[src/rtl/muldiv_unit.sv]
// rtl/muldiv_unit.sv - iterative RV32M multiply/divide unit (divider enabled by MULDIV_DIV_EN)
module muldiv_unit #(
    parameter int WIDTH = 32
) (
    input  logic             clk,
    input  logic             rst,
    input  logic             start,
    input  logic [2:0]       op,
    input  logic [WIDTH-1:0] a,
    input  logic [WIDTH-1:0] b,
    output logic             busy,
    output logic             done,
    output logic [WIDTH-1:0] result
);

    localparam int CW = $clog2(WIDTH);

    typedef enum logic [1:0] {IDLE, CALC, DONE} state_t;

    state_t           state_q, state_d;
    logic [2:0]       op_q, op_d;
    logic [CW-1:0]    cnt_q, cnt_d;
    logic [WIDTH-1:0] hi_q, hi_d;
    logic [WIDTH-1:0] lo_q, lo_d;
    logic [WIDTH-1:0] opnd_q, opnd_d;
    logic             qneg_q, qneg_d;
    logic [WIDTH-1:0] result_q, result_d;
`ifdef MULDIV_DIV_EN
    logic             rneg_q, rneg_d;
    logic             divz_q, divz_d;
`endif

    // Operand signedness and magnitudes for the request being presented
    logic             a_sgn, b_sgn, a_neg, b_neg;
    logic [WIDTH-1:0] a_mag, b_mag;

    // One iteration of the shared hi/lo datapath
    logic [WIDTH:0]     mul_sum;
    logic [WIDTH-1:0]   step_hi, step_lo;
    logic [2*WIDTH-1:0] product, product_s;
    logic [WIDTH-1:0]   final_res;
`ifdef MULDIV_DIV_EN
    logic [WIDTH:0]     div_shift, div_diff;
    logic [WIDTH-1:0]   quot_s, rem_s;
`endif

    assign busy   = (state_q == CALC);
    assign done   = (state_q == DONE);
    assign result = result_q;

    // Decode signedness of the incoming request and form operand magnitudes
    always_comb begin
        a_sgn = op[2] ? ~op[0] : (op[1:0] != 2'b11);
        b_sgn = op[2] ? ~op[0] : ~op[1];
        a_neg = a_sgn & a[WIDTH-1];
        b_neg = b_sgn & b[WIDTH-1];
        a_mag = a_neg ? -a : a;
        b_mag = b_neg ? -b : b;
    end

    // Shift-add multiply step, restoring divide step and final sign fix-up
    always_comb begin
        mul_sum = {1'b0, hi_q} + (lo_q[0] ? {1'b0, opnd_q} : {(WIDTH+1){1'b0}});
        step_hi = mul_sum[WIDTH:1];
        step_lo = {mul_sum[0], lo_q[WIDTH-1:1]};
`ifdef MULDIV_DIV_EN
        div_shift = {hi_q, lo_q[WIDTH-1]};
        div_diff  = div_shift - {1'b0, opnd_q};
        if (op_q[2]) begin
            if (!div_diff[WIDTH]) begin
                step_hi = div_diff[WIDTH-1:0];
                step_lo = {lo_q[WIDTH-2:0], 1'b1};
            end else begin
                step_hi = div_shift[WIDTH-1:0];
                step_lo = {lo_q[WIDTH-2:0], 1'b0};
            end
        end
        quot_s = qneg_q ? -step_lo : step_lo;
        rem_s  = rneg_q ? -step_hi : step_hi;
`endif
        product   = {step_hi, step_lo};
        product_s = qneg_q ? -product : product;
        if (!op_q[2]) begin
            final_res = (op_q[1:0] == 2'b00) ? product_s[WIDTH-1:0] : product_s[2*WIDTH-1:WIDTH];
        end else begin
`ifdef MULDIV_DIV_EN
            // Remainder by zero falls out of the datapath as a; only the quotient needs forcing.
            // Signed overflow (MIN / -1) also falls out naturally: quotient MIN, remainder 0.
            if (op_q[1])
                final_res = rem_s;
            else
                final_res = divz_q ? {WIDTH{1'b1}} : quot_s;
`else
            final_res = '0;
`endif
        end
    end

    // Next-state logic: accept requests outside CALC, iterate in CALC
    always_comb begin
        state_d  = state_q;
        op_d     = op_q;
        cnt_d    = cnt_q;
        hi_d     = hi_q;
        lo_d     = lo_q;
        opnd_d   = opnd_q;
        qneg_d   = qneg_q;
        result_d = result_q;
`ifdef MULDIV_DIV_EN
        rneg_d   = rneg_q;
        divz_d   = divz_q;
`endif
        case (state_q)
            CALC: begin
                hi_d  = step_hi;
                lo_d  = step_lo;
                cnt_d = cnt_q + CW'(1);
                if (cnt_q == CW'(WIDTH-1)) begin
                    state_d  = DONE;
                    result_d = final_res;
                end
            end
            default: begin
                if (start) begin
                    state_d = CALC;
                    op_d    = op;
                    cnt_d   = '0;
                    hi_d    = '0;
                    // Multiply: lo holds the multiplier, opnd the multiplicand.
                    // Divide: lo holds the dividend, opnd the divisor.
                    lo_d    = op[2] ? a_mag : b_mag;
                    opnd_d  = op[2] ? b_mag : a_mag;
                    qneg_d  = a_neg ^ b_neg;
`ifdef MULDIV_DIV_EN
                    rneg_d  = a_neg;
                    divz_d  = (b == '0);
`endif
                end else begin
                    state_d = IDLE;
                end
            end
        endcase
    end

    // State and datapath registers with asynchronous reset
    always_ff @(posedge clk or posedge rst) begin
        if (rst) begin
            state_q  <= IDLE;
            op_q     <= '0;
            cnt_q    <= '0;
            hi_q     <= '0;
            lo_q     <= '0;
            opnd_q   <= '0;
            qneg_q   <= 1'b0;
            result_q <= '0;
`ifdef MULDIV_DIV_EN
            rneg_q   <= 1'b0;
            divz_q   <= 1'b0;
`endif
        end else begin
            state_q  <= state_d;
            op_q     <= op_d;
            cnt_q    <= cnt_d;
            hi_q     <= hi_d;
            lo_q     <= lo_d;
            opnd_q   <= opnd_d;
            qneg_q   <= qneg_d;
            result_q <= result_d;
`ifdef MULDIV_DIV_EN
            rneg_q   <= rneg_d;
            divz_q   <= divz_d;
`endif
        end
    end

endmodule

[config.mk]
export PLATFORM = sky130hd
export DESIGN_NAME = muldiv_unit
export DESIGN_NICKNAME = d
export VERILOG_FILES = /design/src/rtl/muldiv_unit.sv
export SDC_FILE = /design/constraint.sdc
export NUM_CORES = 1
export LEC_CHECK = 0
export CAP_MARGIN = 40
export CORE_ASPECT_RATIO = 0.75
export CORE_UTILIZATION = 64
export DETAILED_ROUTE_END_ITERATION = 10
export PLACE_DENSITY_LB_ADDON = 0.25
export SYNTH_ARGS = -nofsm -noshare
export SYNTH_HDL_FRONTEND = slang
export SYNTH_SLANG_ARGS = --single-unit
export TNS_END_PERCENT = 20
[constraint.sdc]
create_clock -name clk -period 10.6 [get_ports clk]
set_clock_uncertainty 0.15 [all_clocks]
set_input_delay 2.12 -clock clk [delete_from_list [all_inputs] [get_ports clk]]
set_output_delay 2.12 -clock clk [all_outputs]
set_load 0.1 [all_outputs]
==> flow_summary_export.csv <==
group,metric,value,unit
setup_path,cp-end-kind,"flip-flop",
detailed_routing,vias,12200,
timing,slew_headroom,32.1,%
synth,synth.most_common_cell,"nand2_1",
detailed_routing,drt_wl_total,39000,um
cts,cts_setup_buffers,0,
synth,syn-instance-count,1462,
power_and_ir_drop,pwr-share-comb,67.7,%
power_and_ir_drop,peakVddDrop,281,uV
power_and_ir_drop,seq_power_share,20.9,%
synth,synth_nets,1570,
min_path,hold_class,"reg2reg",
power_and_ir_drop,clockPowerShare,11.5,%
synth,synth.distinct_cells,87,
timing,clock.fmax,0.164,GHz
setup_path,critical_path_peak_fanout,5,
detailed_routing,antenna_left,0,
cts,cts_resized,0,
cts,htree_levels,4,
run,cap_violations,0,
timing,finalHoldViolCount,0,
synth,synth_edf_count,0,
floorplan,pin_count,104,
synth,syn_avg_cell_area,7.86,um^2
cts,clock_latency,0.45,ns
setup_path,crit_arrival,6.36,ns
floorplan,die_w,157,um
layout,stdcell_count,1799,
setup_path,worstPathRequired,10.85,ns
global_route,grt_pass1_vias,11000,
place,place.gp.congestion,0.974,
outcome,status,"completed",
synth,yosysTopAreaCell,"dfrtp_1",
timing,setup_violations,0,
floorplan,num_rows,42,
synth,netlist_area,11500,um^2
global_route,gr-total-overflow,0,
power_and_ir_drop,powerDensity,377,nW/um^2
power_and_ir_drop,leakagePower,5.74,nW
synth,ys_seq_elements,139,
timing,rsz0062_at_grt,"no",
cts,clock_sinks,139,
global_route,grt_max_degree,89,
power_and_ir_drop,p_switching,2.86,mW
synth,synthTopCellsByArea,"dfrtp_1 30%, nand2_1 7.3%, o21ai_0 6.8%, xnor2_1 5.3%, xor2_1 5.1%",
floorplan,core,17600,um^2
timing,slew_viol_final,0,
cts,cts.path.max_buffers,2,
place,dp_cells,1767,
layout,fill_cells,1237,
setup_path,startpoint_type,"input port",
synth,yosysTopAreaCellShare,30.3,%
detailed_routing,drc_errors,0,
place,io_buffers,103,
detailed_routing,viasPerCell,6.76,
cts,holdBufCountCts,0,
floorplan,die_y,118,um
cts,root_buffer,"clkbuf_16",
timing,final.setup.tns,0,ns
synth,synth_warnings,0,
global_route,grt_usage,42.9,%
timing,period_share,57.7,%
detailed_routing,firstDrtPassIters,6,
synth,async_reset_ff_share,100,%
layout,synthToLayoutAreaGrowth,19.7,%
detailed_routing,first_iter_violations,1569,
synth,synthTopCellsByCount,"224 x nand2_1, 157 x o21ai_0, 139 x dfrtp_1",
cts,clk_pin_slew,0.07,ns
place,hpwl,28500,um
detailed_routing,wl_per_cell,21.7,um
layout,fin_nets,1652,
timing,period_needed,6.12,ns
timing,worstMarginPinSlew,1.01,ns
global_route,grt_first_pass_wirelength,60600,um
power_and_ir_drop,internal_power,2.33,mW
floorplan,start_util,65.3,%
floorplan,dieArea,18500,um^2
synth,synthFlopType,"dfrtp_1",
synth,yosysSeqAreaShare,30.3,%
layout,n_antenna_cell,0,
layout,drive_above_1_share,7.45,%
cts,cts_tree,"done",
cts,cts_buffers,17,
power_and_ir_drop,p_sw_share,55.0,%
setup_path,path_class,"in2reg",
global_route,antenna_found_initial,1,
==> flip-flops by register name (all words and copies together), names as in the netlist <==
signal,flops
cnt_q,5
hi_q,32
lo_q,32
op_q,3
opnd_q,32
qneg_q,1
result,32
state_q,2
==> power by group through the flow <==
stage               registers [mW]  logic, mW  clock network [mW]
detailed placement            1.07       3.37                   0
global placement              1.08       3.01                   0
floorplan                     1.41       1.90                   0
finish                        1.08       3.51               0.596
CTS                           1.06       3.41               0.592
global route                  1.10       3.73               0.615
==> cell families after synthesis <==
kind of cell | after synthesis | share of synthesized area, %
buf+inv | 110 | 3.92
mux | 41 | 3.59
flops | 139 | 30.3
compound gates | 435 | 23.4
simple gates | 562 | 24.2
xor+xnor | 137 | 10.4
fa+ha+maj | 38 | 4.20
==> layout by cell type (no fill, tap or decap), drive strengths merged, types with 15 or more instances in the layout <==
| master | synthesis | routed |
|---|---|---|
| xor2 | 67 | 67 |
| clkdlybuf4s50 | 0 | 101 |
| nand3b | 37 | 37 |
| a21oi | 115 | 115 |
| o41ai | 15 | 15 |
| nand2 | 224 | 224 |
| nand3 | 19 | 19 |
| and2 | 43 | 43 |
| inv | 19 | 28 |
| o21ai | 164 | 164 |
| nor3 | 26 | 26 |
| xnor2 | 70 | 70 |
| nor2 | 125 | 125 |
| mux2i | 39 | 39 |
| o31ai | 22 | 22 |
| clkbuf | 76 | 17 |
| ha | 37 | 37 |
| a21o | 15 | 15 |
| buf | 12 | 51 |
| dfrtp | 139 | 139 |
==> per-layer routing <==
layer | global-route usage [%] | wire length, um | up-vias
li1 | - | - | 5406
met1 | 59.8 | 15900 | 5739
met2 | 63.0 | 16800 | 861
met3 | 10.9 | 4650 | 163
met4 | 18.2 | 1680 | 0
met5 | 0 | 0 | -
==> through the flow <==
step                      setup slack (ns)  cell area [um^2]  hold slack (ns)  power (mW)  util [%]
after detailed placement              4.29             13200            0.312        4.44      74.9
after global placement                4.52             12500            0.305        4.09      71.2
after global routing                  4.30             13800            0.350        5.45      78.2
after CTS                             4.70             13800            0.326        5.07      78.2
after floorplan                       4.61             11500            0.291        3.31         -
final                                 4.48             13800            0.325        5.19      78.2
==> critical path, cell delays in order <==
cell and delay [ns]:
clkdlybuf4s50_1 0.49, or4_1 0.57, nor4_1 0.56, and2_1 0.31, nand3b_1 0.16, o41ai_1 0.77, a21boi_1 0.44, o21ai_0 0.19
xor2_1 0.24, mux2i_1 0.13, a211oi_1 0.27, a21o_1 0.11
==> path summary, 6_finish.rpt <==
| path | slack [ns] | end | startpoint | depth (start not counted) |
|---|---|---|---|---|
| min in group asynchronous | 1.99 | hi_q[18] | rst | 2 |
| setup / recovery | 4.48 | lo_q[30] | a[2] | 12 |
| hold / removal | 0.33 | opnd_q[17] | opnd_q[17] | 2 |
| setup reg to reg | 5.37 | result[28] | lo_q[0] | 14 |
| max in group asynchronous | 7.20 | lo_q[18] | rst | 4 |
| hold reg to reg | 0.33 | opnd_q[17] | opnd_q[17] | 2 |
==> layout make-up <==
| cell class | instances | area, um^2 | share of cell area, % |
|---|---|---|---|
| Clock buffer | 17 | 425 | 3.09 |
| Clock inverter | 15 | 150 | 1.09 |
| Inverter | 21 | 83.8 | 0.609 |
| Multi-Input combinational cell | 1213 | 7580 | 55.1 |
| Sequential cell | 139 | 3480 | 25.3 |
| Tap cell | 242 | 303 | 2.20 |
| Timing Repair Buffer | 152 | 1740 | 12.6 |
No activity file was read; power rests on OpenSTA's default activity.
